===== src/rtl/sram_ctrl_pkg.sv =====
// Shared types and defaults for the SRAM access controller.
// Imported by the arbiter and the controller top.
package sram_ctrl_pkg;

  localparam int SRAM_ADDR_W = 7;
  localparam int SRAM_DATA_W = 8;
  localparam int SRAM_ID_W   = 3;
  localparam int SRAM_DEPTH  = 2 ** SRAM_ADDR_W;

  typedef enum logic [0:0] {
    INIT = 1'b0,
    RUN  = 1'b1
  } ctrl_state_e;

  typedef struct packed {
    logic                   we;
    logic [SRAM_ADDR_W-1:0] addr;
    logic [SRAM_DATA_W-1:0] wdata;
    logic [SRAM_ID_W-1:0]   id;
  } cmd_t;

endpackage


===== src/rtl/sram_access_ctrl_rr_arbiter.sv =====
// Round-robin arbiter: grants the first requester after the pointer.
// The pointer moves to the granted index only when a grant is taken.
module rr_arbiter #(
  parameter int NUM_REQ = 2,
  parameter int IDX_W   = (NUM_REQ > 1) ? $clog2(NUM_REQ) : 1
) (
  input  logic               clk,
  input  logic               rst_n,
  input  logic               en,
  input  logic [NUM_REQ-1:0] req,
  output logic [NUM_REQ-1:0] gnt,
  output logic [IDX_W-1:0]   gnt_idx,
  output logic               gnt_any
);

  logic [IDX_W-1:0]   ptr_q;
  logic [IDX_W-1:0]   ptr_d;
  logic [NUM_REQ-1:0] gnt_c;
  logic [IDX_W-1:0]   idx_c;
  logic               found;
  int                 cand;

  always_comb begin
    gnt_c = '0;
    idx_c = '0;
    found = 1'b0;
    cand  = 0;
    for (int k = 1; k <= NUM_REQ; k++) begin
      cand = int'(ptr_q) + k;
      if (cand >= NUM_REQ) cand = cand - NUM_REQ;
      if (!found && req[IDX_W'(cand)]) begin
        found                = 1'b1;
        gnt_c[IDX_W'(cand)]  = 1'b1;
        idx_c                = IDX_W'(cand);
      end
    end
  end

  always_comb begin
    ptr_d = ptr_q;
    if (en && found) ptr_d = idx_c;
  end

  assign gnt     = en ? gnt_c : '0;
  assign gnt_idx = idx_c;
  assign gnt_any = en && found;

  always_ff @(posedge clk) begin
    if (!rst_n) ptr_q <= IDX_W'(NUM_REQ - 1);
    else        ptr_q <= ptr_d;
  end

endmodule


===== src/rtl/sram_access_ctrl.sv =====
// Shares one single-port SRAM between requesters: scrubs to zero after
// reset, then issues one command per cycle with a 3-cycle read response.
module sram_access_ctrl
  import sram_ctrl_pkg::*;
#(
  parameter int NUM_REQ = 2,
  parameter int ADDR_W  = SRAM_ADDR_W,
  parameter int DATA_W  = SRAM_DATA_W,
  parameter int ID_W    = SRAM_ID_W
) (
  input  logic                      sram_clk,
  input  logic                      sram_ares_n,
  input  logic [NUM_REQ-1:0]        req_valid,
  output logic [NUM_REQ-1:0]        req_ready,
  input  logic [NUM_REQ-1:0]        req_we,
  input  logic [NUM_REQ*ADDR_W-1:0] req_addr,
  input  logic [NUM_REQ*DATA_W-1:0] req_wdata,
  output logic                      rsp_valid,
  output logic [ID_W-1:0]           rsp_id,
  output logic [DATA_W-1:0]         rsp_rdata,
  output logic                      init_done,
  output logic                      wr_enable,
  output logic                      rd_enable,
  output logic [ADDR_W-1:0]         ram_index,
  output logic [DATA_W-1:0]         sram_data_in,
  input  logic [DATA_W-1:0]         sram_data_out
);

  localparam int IDX_W = (NUM_REQ > 1) ? $clog2(NUM_REQ) : 1;

  ctrl_state_e       state_q, state_d;
  logic [ADDR_W-1:0] cnt_q, cnt_d;
  logic              done_q, done_d;
  logic              wr_q, wr_d;
  logic              rd_q, rd_d;
  logic [ADDR_W-1:0] idx_q, idx_d;
  logic [DATA_W-1:0] din_q, din_d;
  logic [ID_W-1:0]   s1_id_q, s1_id_d;
  logic              s2_rd_q, s2_rd_d;
  logic [ID_W-1:0]   s2_id_q, s2_id_d;
  logic              rsp_v_q, rsp_v_d;
  logic [ID_W-1:0]   rsp_id_q, rsp_id_d;
  logic [DATA_W-1:0] rsp_rd_q, rsp_rd_d;

  logic              run;
  logic              acc;
  logic [IDX_W-1:0]  gnt_idx;
  logic              sel_we;
  logic [ADDR_W-1:0] sel_addr;
  logic [DATA_W-1:0] sel_wdata;

  assign run = (state_q == RUN);

  rr_arbiter #(
    .NUM_REQ (NUM_REQ),
    .IDX_W   (IDX_W)
  ) u_arb (
    .clk     (sram_clk),
    .rst_n   (sram_ares_n),
    .en      (run),
    .req     (req_valid),
    .gnt     (req_ready),
    .gnt_idx (gnt_idx),
    .gnt_any (acc)
  );

  assign sel_we    = req_we[gnt_idx];
  assign sel_addr  = req_addr[int'(gnt_idx)*ADDR_W +: ADDR_W];
  assign sel_wdata = req_wdata[int'(gnt_idx)*DATA_W +: DATA_W];

  always_comb begin
    state_d = state_q;
    cnt_d   = cnt_q;
    done_d  = done_q;
    wr_d    = 1'b0;
    rd_d    = 1'b0;
    idx_d   = idx_q;
    din_d   = din_q;
    s1_id_d = s1_id_q;
    unique case (state_q)
      INIT: begin
        // Leave once the last index is on the pins this cycle.
        if (wr_q && idx_q == {ADDR_W{1'b1}}) begin
          state_d = RUN;
          done_d  = 1'b1;
        end else begin
          wr_d  = 1'b1;
          idx_d = cnt_q;
          din_d = '0;
          cnt_d = cnt_q + 1'b1;
        end
      end
      RUN: begin
        if (acc) begin
          wr_d    = sel_we;
          rd_d    = !sel_we;
          idx_d   = sel_addr;
          s1_id_d = ID_W'(gnt_idx);
          if (sel_we) din_d = sel_wdata;
        end
      end
      default: state_d = INIT;
    endcase
  end

  always_comb begin
    s2_rd_d  = rd_q;
    s2_id_d  = s1_id_q;
    rsp_v_d  = s2_rd_q;
    rsp_id_d = rsp_id_q;
    rsp_rd_d = rsp_rd_q;
    if (s2_rd_q) begin
      rsp_id_d = s2_id_q;
      rsp_rd_d = sram_data_out;
    end
  end

  always_ff @(posedge sram_clk) begin
    if (!sram_ares_n) begin
      state_q  <= INIT;
      cnt_q    <= '0;
      done_q   <= 1'b0;
      wr_q     <= 1'b0;
      rd_q     <= 1'b0;
      idx_q    <= '0;
      din_q    <= '0;
      s1_id_q  <= '0;
      s2_rd_q  <= 1'b0;
      s2_id_q  <= '0;
      rsp_v_q  <= 1'b0;
      rsp_id_q <= '0;
      rsp_rd_q <= '0;
    end else begin
      state_q  <= state_d;
      cnt_q    <= cnt_d;
      done_q   <= done_d;
      wr_q     <= wr_d;
      rd_q     <= rd_d;
      idx_q    <= idx_d;
      din_q    <= din_d;
      s1_id_q  <= s1_id_d;
      s2_rd_q  <= s2_rd_d;
      s2_id_q  <= s2_id_d;
      rsp_v_q  <= rsp_v_d;
      rsp_id_q <= rsp_id_d;
      rsp_rd_q <= rsp_rd_d;
    end
  end

  assign init_done    = done_q;
  assign wr_enable    = wr_q;
  assign rd_enable    = rd_q;
  assign ram_index    = idx_q;
  assign sram_data_in = din_q;
  assign rsp_valid    = rsp_v_q;
  assign rsp_id       = rsp_id_q;
  assign rsp_rdata    = rsp_rd_q;

endmodule


===== config.mk =====
export PLATFORM = sky130hd
export DESIGN_NAME = sram_access_ctrl
export DESIGN_NICKNAME = d
export VERILOG_FILES = /design/src/rtl/sram_ctrl_pkg.sv /design/src/rtl/sram_access_ctrl_rr_arbiter.sv /design/src/rtl/sram_access_ctrl.sv
export SDC_FILE = /design/constraint.sdc
export NUM_CORES = 1
export LEC_CHECK = 0
export CAP_MARGIN = 20
export CELL_PAD_IN_SITES_DETAIL_PLACEMENT = 2
export CELL_PAD_IN_SITES_GLOBAL_PLACEMENT = 2
export CORE_MARGIN = 2
export CORE_UTILIZATION = 24
export DETAILED_ROUTE_END_ITERATION = 8
export PLACE_DENSITY = 0.83
export SLEW_MARGIN = 20
export SYNTH_ARGS = -nofsm -noshare
export SYNTH_HDL_FRONTEND = slang
export SYNTH_SLANG_ARGS = --single-unit

===== constraint.sdc =====
create_clock -name sram_clk -period 1.7 [get_ports sram_clk]
set_clock_uncertainty 0.15 [all_clocks]
set_input_delay 0.255 -clock sram_clk [delete_from_list [all_inputs] [get_ports sram_clk]]
set_output_delay 0.255 -clock sram_clk [all_outputs]
set_load 0.03 [all_outputs]

==> impl_results.md, run 1 <==
* Status: finished clean
* Chip Width at 91.9 µm
* Sw Ratio at 22.1%
* Remaining DRCs at 0
* Cell count after synthesis at 201
* Antenna violations before repair at 0
* Slew @ Worst Pin at 0.558 ns
* DRT antenna net count at 0
* Synth Register Bits at 40
* Wirelength per Cell at 16.2 µm
* Dpl cells at 385
* Synth cell types at 35
* Port bufs at 71
* Final nets at 337
* Total GRT Usage at 15.8%
* Endpoint class of the critical path: flop
* Reg clk slew, reported paths at 0.07 ns
* Share of layout cells above drive strength 1 at 19.5%
* Largest area contributor in the netlist: dfxtp_1
* Starting DRT DRC Count at 43
* Switching power at 408 µW
* Syn Area/Cell at 9.22 µm²
* Initial core utilization at 24.4%
* Synth warn at 0
* Synth-to-Final Area Change at 58.8%
* First-pass GRT wire length at 10400 µm
* DIE HEIGHT at 91.9 µm
* Min-delay worst type: in -> reg
* Synth top area share at 43.2%
* Clk root buf: clkbuf_8
* Pwr dens at 626 nW/µm²
* Clock power share at 37.0%
* Ant. Diodes at 0
* Clk buf depth at 2
* Int Power at 1.44 mW
* Post-synth ARST share at 0%
* Setup TNS at 0 ns
* Crit-path cells: buf_4 -> and2b_1 -> buf_4 -> nand2_1 -> a311oi_2 -> a31o_1
* Total number of H-tree levels at 2
* Post-Synth Simple-Gate Area at 22.2%
* Die area at 8440 µm²
* Max FO, Critical Path at 10
* Fmax at 634 MHz
* Total grt overflow at 0
* Top cells by area, synth: dfxtp_1 (43%), nand2_1 (6.1%), mux2i_1 (5.9%)
* Worst hold slack at 0.323 ns
* Most frequent CP cell: buf_4
* Fill cells at 862
* Routability cong. at 0.770
* Slew headroom at 62.7%
* Post-synthesis mux area share at 5.94%
* Total I/O pin count at 76
* Synth Area in Compound Gates at 19.6%
* Comb pwr share at 10.9%
* Xor/xnor cell area share of the yosys netlist at 2.36%
* Largest family of logic cells by synthesized area: simple AND/OR/NAND/NOR gates
* RSZ-0062 raised after global routing: false
* Max-capacitance violation count at 0
* Tcrit/Tclk final at 92.8%
* Worst Path Required at 1.78 ns
* Largest net degree at the start of global routing at 30
* Cts bufs inserted at 5
* Site Rows at 32
* Critical Path AT at 1.66 ns
* Core area at 7610 µm²
* DR vias at 1819
* Slowest-stage cell, CP: dfxtp_1
* Sequential fraction of the synthesis area at 43.2%
* Main synth FF type: dfxtp_1
* Fin crit period at 1.58 ns
* CTS tree: done
* Vias per cell at 4.62
* Sequential Power Share at 52.0%
* Crit path max-delay family: compound AO/OA/AOI/OAI gates
* Mapped cell area at 1850 µm²
* Final hold vios at 0
* EDFF count, synth at 0
* Vias in the first global route at 2048
* Final Power at 1.84 mW
* Buf/Inv on CP at 2
* Slew Limit Fails at 0
* Cts hold-fix bufs at 0
* Startpoint Class: flop
* Sink Count at 40
* LEAKAGE at 1.28 nW
* Largest stage delay on the critical path at 0.33 ns
* Adder-Cell Fraction of Synth Area at 0.675%
* VDD IR max at 0.248 mV
* DPL Wire Length at 4820 µm
* Latest clock arrival within the worst-skew pair at 0.29 ns
* Fin cells at 394
* First-pass iteration count of the detailed router at 4
* Critical path class: reg -> reg
* Final wirelength at 6370 µm
* Final setup fails at 0
## power groups by stage
stage | registers [mW] | logic, mW | clock network, mW
4_1_cts | 0.959 | 0.203 | 0.711
5_1_grt | 0.960 | 0.217 | 0.747
2_1_floorplan | 0.988 | 0.0569 | 0
3_3_place_gp | 0.981 | 0.200 | 0
3_5_place_dp | 0.982 | 0.205 | 0
6_report | 0.959 | 0.201 | 0.683
## path summary, 6_finish.rpt
check	depth (start not counted)	end	start	slack (ns)
setup / recovery	6	ram_index[4]	u_arb.ptr_q	0.12
hold / removal	3	rd_enable	req_valid[0]	0.32
setup reg to reg	6	ram_index[4]	u_arb.ptr_q	0.12
hold reg to reg	1	rsp_v_d	rd_enable	0.34
## cells in the mapped netlist (all sizes together), types with 5 or more instances
library cell / instances
xnor2: 5
o211ai: 5
a21oi: 10
clkbuf: 6
a31o: 7
and2: 9
and3: 11
buf: 11
nand2: 31
mux2i: 11
a311oi: 7
o21ai: 9
o21a: 9
dfxtp: 40
nor2b: 11
## sequential cells by signal, summed over array words and instances, names as in the netlist
register and flops:
s1_id_q 1, init_done 1, run 1, rd_enable 1
cnt_q 7, sram_data_in 8, rsp_rdata 8, rsp_id 1
rsp_valid 1, s2_id_q 1, rsp_v_d 1, ram_index 7
u_arb.ptr_q 1, wr_enable 1
## layer usage
metal  track usage (%)  part of all wire [%]
met5                 0                     0
met4              5.22                   1.5
met3              3.20                   4.1
met2              28.7                    53
met1              18.4                    42
## stage by stage
step                setup WS [ns]  instance area, µm²  util (%)
detailed placement         -0.301                2830      37.2
finish                      0.123                2940      38.7
floorplan                  0.0453                1870         -
global route              0.00115                2940      38.7
global placement           -0.241                2830      37.2
CTS                       0.00187                2920      38.4
## cell families (layout without fill, tap and decap cells)
logic type / Yosys count / count (layout)
buffers and inverters: 19 / 108
multiplexers: 11 / 11
adder cells (fa/ha/maj): 1 / 1
other: 1 / 3
flip-flops: 40 / 40
AND/OR/NAND/NOR: 74 / 74
XOR/XNOR: 5 / 5
AO/OA/AOI/OAI: 50 / 50
## layout by cell type (no fill, tap or decap), types with 9 or more instances in the layout
| cell type | n |
|---|---|
| clkdlybuf4s50_1 | 41 |
| dfxtp_1 | 31 |
| nand2_1 | 30 |
| dlygate4sd2_1 | 28 |
| buf_4 | 26 |
| mux2i_1 | 11 |
| nor2b_1 | 11 |
| a21oi_1 | 10 |
| and3_1 | 9 |
| and2_1 | 9 |
| o21a_1 | 9 |
| dfxtp_2 | 9 |
## timing repair
item | in CTS | in global routing
pin swaps | 1 | 1
endpoints found under the setup margin | 34 | 8
cloned | 0 | 0
setup buffers | 2 | 0
gates resized for setup | 33 | 4
## area by class of cell
type                    count  area [µm²]  area share [%]
multi-input cells         144         985            33.5
repair buffers             99         915            31.1
flip-flops and latches     40         812            27.6
well taps                 102         128            4.34
clock buffers               7        96.3            3.27
inverters                   2        7.51           0.255
## worst min-delay path, stage by stage
cell and delay [ns]:
dlymetal6s2s_1 0.15, buf_4 0.16, and4_1 0.17
Power figures use the tool's default switching activity.
==> run 2, diff against run 1 <==
CAP_MARGIN = unset   (was 20)
CELL_PAD_IN_SITES_DETAIL_PLACEMENT = 0   (was 2)
CELL_PAD_IN_SITES_GLOBAL_PLACEMENT = 1   (was 2)
CORE_UTILIZATION = 31   (was 24)
HOLD_SLACK_MARGIN = 0.03   (was unset)
PLACE_DENSITY = 0.84   (was 0.83)
==> impl_results.md, run 2 (same netlist as run 1, synthesis figures left out) <==
* Worst Path Required at 1.29 ns
* Max FO, Critical Path at 1
* DPL Wire Length at 3480 µm
* RSZ-0062 raised after global routing: true
* DIE HEIGHT at 81.3 µm
* Slew headroom at 63.9%
* Most frequent cells in the layout: clkdlybuf4s50_1 (43), dfxtp_1 (32), nand2_1 (30)
* Cts hold-fix bufs at 0
* Wirelength per Cell at 12.6 µm
* Commonest non-fill, non-tap cell in the layout: clkdlybuf4s50_1
* Remaining DRCs at 0
* Sw Ratio at 22.5%
* Comb pwr share at 10.5%
* Total GRT Usage at 14.8%
* Share of layout cells above drive strength 1 at 15.1%
* Routability cong. at 0.834
* First-pass GRT wire length at 7690 µm
* Slew @ Worst Pin at 0.541 ns
* Latest clock arrival within the worst-skew pair at 0.29 ns
* Vias in the first global route at 1679
* Endpoint class of the critical path: output port
* DRT antenna net count at 0
* Initial core utilization at 31.7%
* DR vias at 1685
* Final wirelength at 4550 µm
* Total I/O pin count at 76
* Core area at 5850 µm²
* Min-delay worst type: reg -> reg
* Final Core Density at 47.9%
* Total number of H-tree levels at 2
* Setup TNS at 0 ns
* Largest net degree at the start of global routing at 19
* Switching power at 391 µW
* Tcrit/Tclk final at 97.5%
* Status: finished clean
* Die area at 6610 µm²
* Synth-to-Final Area Change at 51.4%
* Slew Limit Fails at 0
* Total grt overflow at 0
* Vias per cell at 4.68
* Final hold vios at 0
* Cts bufs inserted at 5
* Pwr dens at 619 nW/µm²
* Sequential Power Share at 55.3%
* DP Worst Slack at -0.278 ns
* VDD IR max at 0.359 mV
* Critical Path AT at 1.25 ns
* Critical path class: reg -> out
* Max-capacitance violation count at 0
* Final nets at 330
* Chip Width at 81.3 µm
* Int Power at 1.35 mW
* Final setup fails at 0
* Slowest-stage cell, CP: clkdlybuf4s50_1
* Clk root buf: clkbuf_8
* Fin crit period at 1.66 ns
* First-pass iteration count of the detailed router at 4
* Clock power share at 34.2%
* Fin worst setup slack at 0.0426 ns
* Reg clk slew, reported paths at 0.07 ns
* Crit-path cells: clkdlybuf4s50_1
* Antenna violations before repair at 0
* LEAKAGE at 1.23 nW
* Clk buf depth at 2
* Site Rows at 28
* Largest stage delay on the critical path at 0.66 ns
* Starting DRT DRC Count at 40
* Fmax at 603 MHz
* Post-CTS Setup Inserts at 0
* Startpoint Class: flop
* CTS tree: done
* Crit path max-delay family: buffers and inverters
* Buf/Inv on CP at 1
* Ant. Diodes at 0
* Sink Count at 40
* Port bufs at 71
## run 2: cell count changes in the layout (fill, tap and decap cells not counted), sizes merged
cell / delta
buf: -7
clkinv: +1
clkdlybuf4s50: +2
clkbuf: -1
dlygate4sd2: -2
## run 2: final cells by class
type / instances / area, µm²
Fill cell: 571 / 3050
Multi-Input combinational cell: 144 / 955
Timing Repair Buffer: 92 / 861
Tap cell: 75 / 93.8
Clock buffer: 6 / 72.6
Sequential cell: 40 / 811
Clock inverter: 1 / 5.00
Inverter: 2 / 7.51
## run 2: path summary, 6_finish.rpt
kind                                   start      endpoint  slack [ns]  cells after the start
worst max-delay path               rsp_valid     rsp_valid        0.04                      1
worst min-delay path               rd_enable       rsp_v_d        0.31                      1
worst max register to register  ram_index[4]  ram_index[0]        0.09                      4
worst min register to register     rd_enable       rsp_v_d        0.31                      1
## run 2: stage by stage
stage	power [mW]	hold WS, ns	std cells	area (µm²)
after floorplan	1.05	0.257	203	1870
after global placement	1.17	0.290	353	2760
after detailed placement	1.17	0.299	353	2760
after CTS	1.76	0.311	360	2800
after global routing	1.82	0.342	360	2810
final	1.74	0.307	360	2810
## run 2: power by group through the flow
stage	logic (mW)	clock network [mW]	registers (mW)
3_5_place_dp	0.187	0	0.982
5_1_grt	0.200	0.660	0.960
4_1_cts	0.185	0.620	0.959
6_report	0.183	0.594	0.959
3_3_place_gp	0.186	0	0.981
2_1_floorplan	0.0569	0	0.988
## run 2: metal layers
| metal | GRT usage (%) | part of all wire [%] | vias up |
|---|---|---|---|
| li1 | - | - | 864 |
| met1 | 19.3 | 46 | 772 |
| met2 | 24.3 | 47 | 43 |
| met3 | 3.56 | 4.9 | 6 |
| met4 | 4.07 | 1.4 | 0 |
| met5 | 0 | 0 | - |
## run 2: timing repair
item,in CTS,in global routing
resized for setup,26,2
pin swaps,0,0
setup endpoints to repair,26,11
